`src/rtl/uart_fifo_bridge.sv`:
```
// uart_fifo_bridge
// Buffers CPU traffic to and from a UART core. CPU writes fill a TX FIFO.
// A feeder FSM hands TX bytes to the UART one at a time using the
// start-request / busy handshake. An RX FIFO captures one byte per rising
// edge of the UART receive flag.
// Ports:
//   i_clk, i_rst         clock, synchronous active-low reset
//   i_en                 UART enable; gates the feeder and RX capture
//   i_wr_tx, i_wdata     CPU push into TX FIFO
//   o_tx_full, o_tx_count  TX FIFO status
//   i_rd_rx, o_rdata     CPU pop from RX FIFO (first-word fall-through head)
//   o_rx_empty, o_rx_count RX FIFO status
//   o_rx_overrun, i_clr_ovr  sticky drop flag and its clear
//   o_str_tx, o_data_tx, i_busy_tx  transmit handshake to UART core
//   i_rxne, i_data_rx    UART received-byte flag and data
module uart_fifo_bridge #(
    parameter int unsigned DEPTH_LOG2 = 4
) (
    input  logic                  i_clk,
    input  logic                  i_rst,
    input  logic                  i_en,
    input  logic                  i_wr_tx,
    input  logic [7:0]            i_wdata,
    output logic                  o_tx_full,
    output logic [DEPTH_LOG2:0]   o_tx_count,
    input  logic                  i_rd_rx,
    output logic [7:0]            o_rdata,
    output logic                  o_rx_empty,
    output logic [DEPTH_LOG2:0]   o_rx_count,
    output logic                  o_rx_overrun,
    input  logic                  i_clr_ovr,
    output logic                  o_str_tx,
    output logic [7:0]            o_data_tx,
    input  logic                  i_busy_tx,
    input  logic                  i_rxne,
    input  logic [7:0]            i_data_rx
);

    localparam int unsigned DEPTH = 1 << DEPTH_LOG2;
    localparam logic [DEPTH_LOG2:0]   CNT_ZERO = {(DEPTH_LOG2+1){1'b0}};
    localparam logic [DEPTH_LOG2:0]   CNT_ONE  = {{DEPTH_LOG2{1'b0}}, 1'b1};
    localparam logic [DEPTH_LOG2:0]   CNT_FULL = {1'b1, {DEPTH_LOG2{1'b0}}};
    localparam logic [DEPTH_LOG2-1:0] PTR_ONE  = {{(DEPTH_LOG2-1){1'b0}}, 1'b1};

    typedef enum logic [1:0] {
        F_IDLE = 2'd0,
        F_REQ  = 2'd1,
        F_WAIT = 2'd2
    } feed_state_e;

    feed_state_e             state_q, state_d;
    logic                    str_tx_q, str_tx_d;
    logic [7:0]              data_tx_q, data_tx_d;

    logic [7:0]              tx_mem_q [DEPTH];
    logic [7:0]              tx_mem_d [DEPTH];
    logic [DEPTH_LOG2-1:0]   tx_wr_ptr_q, tx_wr_ptr_d, tx_rd_ptr_q, tx_rd_ptr_d;
    logic [DEPTH_LOG2:0]     tx_count_q, tx_count_d;

    logic [7:0]              rx_mem_q [DEPTH];
    logic [7:0]              rx_mem_d [DEPTH];
    logic [DEPTH_LOG2-1:0]   rx_wr_ptr_q, rx_wr_ptr_d, rx_rd_ptr_q, rx_rd_ptr_d;
    logic [DEPTH_LOG2:0]     rx_count_q, rx_count_d;

    logic                    rxne_q, rxne_d;
    logic                    ovr_q, ovr_d;

    logic                    tx_empty_s, tx_full_s, tx_push_s, tx_pop_s;
    logic                    rx_empty_s, rx_full_s, rx_push_s, rx_pop_s;
    logic                    rx_rise_s, ovr_set_s;

    assign tx_empty_s = (tx_count_q == CNT_ZERO);
    assign tx_full_s  = (tx_count_q == CNT_FULL);
    assign rx_empty_s = (rx_count_q == CNT_ZERO);
    assign rx_full_s  = (rx_count_q == CNT_FULL);

    // Feeder FSM next state; the head is only popped once the UART shows busy,
    // so a byte interrupted by i_en=0 stays queued for retransmission.
    always_comb begin
        state_d   = state_q;
        str_tx_d  = str_tx_q;
        data_tx_d = data_tx_q;
        tx_pop_s  = 1'b0;
        if (!i_en) begin
            state_d  = F_IDLE;
            str_tx_d = 1'b0;
        end else begin
            case (state_q)
                F_IDLE: begin
                    str_tx_d = 1'b0;
                    if (!tx_empty_s && !i_busy_tx) begin
                        data_tx_d = tx_mem_q[tx_rd_ptr_q];
                        str_tx_d  = 1'b1;
                        state_d   = F_REQ;
                    end else begin
                        state_d   = F_IDLE;
                    end
                end
                F_REQ: begin
                    if (i_busy_tx) begin
                        tx_pop_s = 1'b1;
                        str_tx_d = 1'b0;
                        state_d  = F_WAIT;
                    end else begin
                        str_tx_d = 1'b1;
                    end
                end
                F_WAIT: begin
                    // data_tx is held: the UART samples it at the end of the start bit
                    str_tx_d = 1'b0;
                    if (!i_busy_tx) begin
                        state_d = F_IDLE;
                    end else begin
                        state_d = F_WAIT;
                    end
                end
                default: begin
                    state_d  = F_IDLE;
                    str_tx_d = 1'b0;
                end
            endcase
        end
    end

    // TX FIFO next state; a push while full is accepted when the feeder pops
    always_comb begin
        tx_mem_d    = tx_mem_q;
        tx_wr_ptr_d = tx_wr_ptr_q;
        tx_rd_ptr_d = tx_rd_ptr_q;
        tx_count_d  = tx_count_q;
        tx_push_s   = i_wr_tx && (!tx_full_s || tx_pop_s);
        if (tx_push_s) begin
            tx_mem_d[tx_wr_ptr_q] = i_wdata;
            tx_wr_ptr_d           = tx_wr_ptr_q + PTR_ONE;
        end else begin
            tx_wr_ptr_d           = tx_wr_ptr_q;
        end
        if (tx_pop_s) begin
            tx_rd_ptr_d = tx_rd_ptr_q + PTR_ONE;
        end else begin
            tx_rd_ptr_d = tx_rd_ptr_q;
        end
        case ({tx_push_s, tx_pop_s})
            2'b10:   tx_count_d = tx_count_q + CNT_ONE;
            2'b01:   tx_count_d = tx_count_q - CNT_ONE;
            default: tx_count_d = tx_count_q;
        endcase
    end

    // RX FIFO next state; one push per rising edge of i_rxne, overrun on drop
    always_comb begin
        rxne_d      = i_rxne;
        rx_mem_d    = rx_mem_q;
        rx_wr_ptr_d = rx_wr_ptr_q;
        rx_rd_ptr_d = rx_rd_ptr_q;
        rx_count_d  = rx_count_q;
        rx_rise_s   = i_en && i_rxne && !rxne_q;
        rx_pop_s    = i_rd_rx && !rx_empty_s;
        rx_push_s   = rx_rise_s && (!rx_full_s || rx_pop_s);
        ovr_set_s   = rx_rise_s && rx_full_s && !rx_pop_s;
        if (rx_push_s) begin
            rx_mem_d[rx_wr_ptr_q] = i_data_rx;
            rx_wr_ptr_d           = rx_wr_ptr_q + PTR_ONE;
        end else begin
            rx_wr_ptr_d           = rx_wr_ptr_q;
        end
        if (rx_pop_s) begin
            rx_rd_ptr_d = rx_rd_ptr_q + PTR_ONE;
        end else begin
            rx_rd_ptr_d = rx_rd_ptr_q;
        end
        case ({rx_push_s, rx_pop_s})
            2'b10:   rx_count_d = rx_count_q + CNT_ONE;
            2'b01:   rx_count_d = rx_count_q - CNT_ONE;
            default: rx_count_d = rx_count_q;
        endcase
        // a new overrun beats a simultaneous clear
        if (ovr_set_s) begin
            ovr_d = 1'b1;
        end else if (i_clr_ovr) begin
            ovr_d = 1'b0;
        end else begin
            ovr_d = ovr_q;
        end
    end

    // State registers with synchronous active-low reset
    always_ff @(posedge i_clk) begin
        if (!i_rst) begin
            state_q     <= F_IDLE;
            str_tx_q    <= 1'b0;
            data_tx_q   <= 8'h00;
            tx_mem_q    <= '{default: 8'h00};
            tx_wr_ptr_q <= {DEPTH_LOG2{1'b0}};
            tx_rd_ptr_q <= {DEPTH_LOG2{1'b0}};
            tx_count_q  <= CNT_ZERO;
            rx_mem_q    <= '{default: 8'h00};
            rx_wr_ptr_q <= {DEPTH_LOG2{1'b0}};
            rx_rd_ptr_q <= {DEPTH_LOG2{1'b0}};
            rx_count_q  <= CNT_ZERO;
            rxne_q      <= 1'b0;
            ovr_q       <= 1'b0;
        end else begin
            state_q     <= state_d;
            str_tx_q    <= str_tx_d;
            data_tx_q   <= data_tx_d;
            tx_mem_q    <= tx_mem_d;
            tx_wr_ptr_q <= tx_wr_ptr_d;
            tx_rd_ptr_q <= tx_rd_ptr_d;
            tx_count_q  <= tx_count_d;
            rx_mem_q    <= rx_mem_d;
            rx_wr_ptr_q <= rx_wr_ptr_d;
            rx_rd_ptr_q <= rx_rd_ptr_d;
            rx_count_q  <= rx_count_d;
            rxne_q      <= rxne_d;
            ovr_q       <= ovr_d;
        end
    end

    assign o_tx_full    = tx_full_s;
    assign o_tx_count   = tx_count_q;
    assign o_rdata      = rx_mem_q[rx_rd_ptr_q];
    assign o_rx_empty   = rx_empty_s;
    assign o_rx_count   = rx_count_q;
    assign o_rx_overrun = ovr_q;
    assign o_str_tx     = str_tx_q;
    assign o_data_tx    = data_tx_q;

endmodule

```
`config.mk`:
```
export PLATFORM = sky130hd
export DESIGN_NAME = uart_fifo_bridge
export DESIGN_NICKNAME = d
export VERILOG_FILES = /design/src/rtl/uart_fifo_bridge.sv
export SDC_FILE = /design/constraint.sdc
export NUM_CORES = 1
export LEC_CHECK = 0
export CORE_ASPECT_RATIO = 2
export CORE_MARGIN = 5
export CORE_UTILIZATION = 30
export CTS_CLUSTER_SIZE = 25
export DETAILED_ROUTE_END_ITERATION = 10
export GPL_TIMING_DRIVEN = 0
export PLACE_DENSITY_LB_ADDON = 0.2
export SYNTH_ARGS = -nofsm -noshare
export SYNTH_HDL_FRONTEND = slang
export SYNTH_SLANG_ARGS = --single-unit
export TNS_END_PERCENT = 5
```
`constraint.sdc`:
```
create_clock -name i_clk -period 2.7 [get_ports i_clk]
set_input_delay 0.27 -clock i_clk [delete_from_list [all_inputs] [get_ports i_clk]]
set_output_delay 0.27 -clock i_clk [all_outputs]
set_load 0.005 [all_outputs]
```
-- Word-level counts from Yosys, hierarchy flattened
Index checks and enable logic that the tools add are counted.
- add/sub/neg operators: 8
- multipliers: 0
- divide/modulo/power cells: 0
- order comparisons: 6
- equal/unequal tests: 9
- shift-type cells: 0
- multiplexer cells: 26
- bitwise gates (word level): 4
- reduce and logical (&&, ||, !) cells: 27
- operator list (cell ; count):
    $bwmux W128 ; 2
    $bmux W8 S4 ; 2
    $demux W8 S4 ; 2
    $mux W8 ; 6
    $ge A5 B5 Y1 const B ; 4
    $not A4 Y5 ; 4
    $pmux W5 S2 ; 2
    $add A4 B1 Y4 const B ; 4
    $add A5 B1 Y5 const B ; 2
    $eq A5 B5 Y1 const B ; 2
    $logic_and A1 B1 Y1 ; 10
    $logic_not A5 Y1 ; 2
    $lt A5 B1 Y1 const B ; 2
    $sub A5 B1 Y5 const B ; 2
    $mux W1 ; 8
    $logic_not A1 Y1 ; 7
    $eq A2 B1 Y1 const B ; 3
    $eq A2 B2 Y1 const B ; 3
    $pmux W2 S3 ; 1
    $reduce_bool A2 Y1 ; 3
    $mux W2 ; 2
    $reduce_and A3 Y1 ; 1
    $logic_not A2 Y1 ; 1
    $logic_or A1 B1 Y1 ; 2
    3 further kinds ; 3
- flip-flop bits (word level): 295
- latch bits: 0
- memory bits (writable): 0
- memory bits (read-only): 0
- bits of input ports: 24
- output and inout bits: 30
- logic and storage cells: 123
- memories: 0

-- Depth between registers and ports, before layout
- word-level depth: 7
- gate-level depth with buffers: 13
- gate-level depth less buffers: 10

-- Least setup slack after synthesis
OpenSTA, ideal clock, no wires.
- path kind: reg-to-reg
- start: register rx_count_q[1] (netlist: o_rx_count[1])
- end: register rx_count_q[4] (netlist: o_rx_count[4])
- setup time: 0.126 ns
- arrival: 2.776 ns
- required time: 2.574 ns
- setup slack: -0.202 ns
- cell stages (with the launch flop): 13
- buffers on the path: 2
- period minus slack after synthesis: 2.902 ns
- cells stage by stage: dfxtp_1 -> clkbuf_1 -> or4_1 -> o21ai_1 -> inv_1 -> ha_1 -> clkbuf_1 -> xor2_1 -> ha_1 -> a211o_1 -> a21oi_1 -> a211o_1 -> nand4_1
- word-level cells in the longest chain between the ends: 7
- elaborated cells on any way between the ends: 13
- classes of those cells: add/sub (2); eq/ne (3); mux (1); reduce/logical (7)
- ends and longest elaborated chain (what ; RTL line ; source):
    start: declaration ; 63 ; logic [DEPTH_LOG2:0] rx_count_q, rx_count_d;
    start signal: assignment ; 214 ; rx_count_q <= rx_count_d;
    $logic_not A5 Y1 (*) ; 74 ; assign rx_empty_s = (rx_count_q == CNT_ZERO);
    $logic_not A1 Y1 (*) ; 158 ; rx_pop_s = i_rd_rx && !rx_empty_s;
    $logic_and A1 B1 Y1 (*) ; 158 ;
    net rx_pop_s ; 69 ; logic rx_empty_s, rx_full_s, rx_push_s, rx_pop_s;
    $logic_or A1 B1 Y1 ; 159 ; rx_push_s = rx_rise_s && (!rx_full_s || rx_pop_s);
    $logic_and A1 B1 Y1 ; 159 ;
    $eq A2 B1 Y1 / $eq A2 B2 Y1 (equally long branches) ; 172 ; case ({rx_push_s, rx_pop_s})
    $pmux W5 S2 / $reduce_bool A2 Y1 (equally long branches) ; - ;
Mark *: on every way through the listed nets, which the timed path passes. The rest lies on a longest branch.
A chain may end at the register's enable or synchronous reset.

-- Worst setup path in the final report
- start: register rx_rd_ptr_q[0]
- end: output o_rdata[7]
- word-level cells in the longest chain between the ends: 4
- ends and longest elaborated chain (what ; RTL line ; source):
    start: declaration ; 62 ; logic [DEPTH_LOG2-1:0] rx_wr_ptr_q, rx_wr_ptr_d, rx_rd_ptr_q, rx_rd_ptr_d;
    start signal: assignment ; 199 ; rx_rd_ptr_q <= {DEPTH_LOG2{1'b0}};
    start signal: assignment ; 213 ; rx_rd_ptr_q <= rx_rd_ptr_d;
    $not A4 Y5 (not written as such) ; 222 ; assign o_rdata = rx_mem_q[rx_rd_ptr_q];
    $bmux W8 S4 ; 222 ;
    $mux W8 (not written as such) (2 in a row) ; 222 ;
    end: declaration ; 27 ; output logic [7:0] o_rdata,
No other way between the ends. The select of a mux whose other input is x is not followed.

==> impl_metrics.csv <==
group,metric,value,unit
route,wl_met2,25.3,mm
floorplan,start_util,30.2,%
power_and_ir_drop,power_leakage,5.37,nW
route,final_antenna_net_count,0,
critical_path,crit_path_arrival_time,2.47,ns
yosys,yosysTopAreaCell,"dfxtp_1",
critical_path,timing.critical_path.slowest_cell_delay,0.56,ns
route,detail_route.first_pass.iterations,4,
sta,setup-violations-final,6,
yosys,synth-edff-count,0,
yosys,ys_ff_latch,295,
status,failed_checks,"negative setup slack",
floorplan,boundary_pins,54,
critical_path,required,2.43,ns
placement,quantity_of_i_o_buffers_inserted_on_ports,51,
placement,place_area,0.0146,mm²
route,maxUsedRoutingLayer,"met4",
grt,antenna_violations_before_repair,0,
finish,mostFrequentLayoutCells,"dfxtp_1 (291), nand2_1 (253), mux2i_1 (239)",
yosys,ys_async_sr_fraction,0,%
flow_run,cap_violations,0,
route,detail_route.wirelength,41.6,mm
finish,area.growth.synth_to_final,18.0,%
floorplan,die_x,159,µm
placement,place_ws,-0.753,ns
floorplan,design.die.area,0.0490,mm²
grt,grt.total_usage,16.6,%
sta,final_period_minus_worst_setup_slack,2.74,ns
route,routed-via-count,9543,
cts,htree_levels,1,
cts,cts_inserted_buffers,29,
grt,globalRouteOverflowTotal,0,
yosys,synth_cells,1238,
yosys,synth_seq_area_share,44.3,%
finish,post_route_cell_area,0.0157,mm²
yosys,postSynthNetCount,1280,
route,drt-met1-wl,13.9,mm
critical_path,cpMaxStageDelayCell,"mux4_2",
critical_path,critical-path-top-cell-by-count,"mux4_2",
floorplan,core_footprint,0.0442,mm²
floorplan,die_h,308,µm
cts,cts_max_path_buffers,3,
power_and_ir_drop,ratio_of_total_power_to_cell_area,669,mW/mm²
yosys,synthesis.yosys.warnings,0,
sta,layout_setup_ws,-0.0379,ns
cts,clk_transition_reported_paths,0.06,ns
sta,final.period_utilization,101,%
critical_path,worst_setup_path_end_kind,"output port",
power_and_ir_drop,vdd.ir_drop.worst,416,µV
grt,grt_max_degree,17,
critical_path,kind_of_start_point_of_the_critical_path,"flop",
route,drt-vias-per-instance,5.02,
grt,grt_first_pass_wirelength,63.1,mm
cts,ctsRootBufferMaster,"clkbuf_16",
route,remaining_drc_errors,0,
sta,finalHoldViolCount,0,
sta,skew,0.0271,ns
yosys,dominantRegCellSynth,"dfxtp_1",
yosys,synth_cell_type_count,61,
sta,slew-limit-headroom,18.7,%
critical_path,critical_path.cell_chain,"clkbuf_16 > buf_12 > mux4_2 > mux4_2 > buf_6",
status,status,"finished with violations",
placement,place_hpwl,31.6,mm
yosys,post_synth_main_area_contributors,"dfxtp_1 (44%), mux2i_1 (18%), mux4_2 (12%)",
yosys,total_standard_cell_area_after_synthesis,0.0133,mm²
cts,insertion_delay,0.59,ns
sta,clock.fmax,365,MHz
floorplan,placementRows,109,
sta,drv_slew,0,
yosys,postSynthAreaPerCell,10.8,µm²
grt,first_global_vias,10200,
yosys,synth_largest_type_area_fraction,44.3,%
sta,setup_repair_after_global_routing_missed_its_margin,"true",
route,detail_route.iter0.violations,407,
cts,tritoncts_num_sinks,295,
cts,ctsHoldBuffers,0,
critical_path,critPathKind,"flop to output port",
min_path,hp-class,"input pin to flop",
route,met3_wirelength,917,µm
cts,cts_tree,"done",
finish,mostFrequentLayoutCell,"dfxtp_1",
finish,drive_above_1_share,16.6,%
placement,gp_routability_congestion,0.796,
route,routed_wire_length_per_instance,21.9,µm
finish,diodes,0,
critical_path,worstPathMaxFanout,7,
finish,layout.nets,1369,
sta,max_slew.worst_pin.slew,1.21,ns
state kept, by name (all words and copies together), names as in the netlist:
register	flops
o_data_tx	8
o_rx_count	5
o_rx_overrun	1
o_str_tx	1
o_tx_count	5
rx_mem_q	128
rx_rd_ptr_q	4
rx_wr_ptr_q	4
rxne_q	1
state_q	2
tx_mem_q	128
tx_rd_ptr_q	4
tx_wr_ptr_q	4
kinds of logic (layout without fill, tap and decap cells):
kind of cell | count (synthesis) | in the layout | share of synthesized area (%)
muxes | 318 | 318 | 30.7
and+or+nand+nor | 386 | 386 | 13.9
DFF | 295 | 295 | 44.3
adders and majority gates | 18 | 18 | 1.74
xor gates and xnor gates | 17 | 17 | 1.12
buffers and inverters | 114 | 223 | 3.71
AOI/OAI and AO/OA | 90 | 90 | 4.56
final cells by class:
class	instances	area [µm²]
fill	4522	28400
timing repair buffer	60	589
clock inverter	16	146
multi-input combinational	829	7010
inverter	13	48.8
clock buffer	35	788
sequential	295	5910
buffer	99	557
tap	555	694
path summary, 6_finish.rpt:
check | startpoint | to | slack (ns) | depth (start not counted)
min | i_rxne | rxne_q | 0.31 | 2
min reg2reg | rx_mem_q[71] | rx_mem_q[71] | 0.46 | 2
max | rx_rd_ptr_q[0] | o_rdata[7] | -0.04 | 5
max reg2reg | o_tx_count[0] | o_data_tx[0] | 0.03 | 5
layer usage:
| metal | GRT usage (%) | up-vias |
|---|---|---|
| li1 | - | 4560 |
| met1 | 15.5 | 4767 |
| met2 | 35.9 | 138 |
| met3 | 1.51 | 78 |
| met4 | 6.35 | 0 |
| met5 | 0 | - |
report_power, final:
| group | internal [mW] | switching (mW) |
|---|---|---|
| logic | 0.909 | 0.999 |
| registers | 4.44 | 0.109 |
| clock network | 2.19 | 1.87 |
| total | 7.55 | 2.98 |
critical path: cells and delay by family (launching register included):
family                 cells  cell delay (ns)
muxes                      2             1.08
DFF                        1             0.35
buffers and inverters      3             0.47
cell usage after synthesis, drive strengths merged, types with 13 or more instances:
cell type / instances
dfxtp: 295
nand2: 253
mux2i: 239
mux4: 72
clkbuf: 66
o21ai: 44
nand3: 41
buf: 35
nor2: 26
ha: 17
nor3: 15
inv: 13
repair_timing:
action	4_1_cts	5_1_grt
endpoints found under the setup margin	14	17
pin swaps	3	3
buffers inserted	7	2
cloned	3	0
resized for setup	81	8
stage by stage:
stage	util (%)	hold WS [ns]	TNS [ns]	total power, mW	instances
2_1_floorplan	-	0.392	0	5.62	1238
3_5_place_dp	33.0	0.446	-8.06	6.18	1844
5_1_grt	35.6	0.303	-0.731	11.0	1902
4_1_cts	35.7	0.279	-0.678	10.8	1903
6_report	35.6	0.308	-0.102	10.5	1902
3_3_place_gp	33.0	0.438	-8.09	6.17	1844
Power figures use the tool's default switching activity.
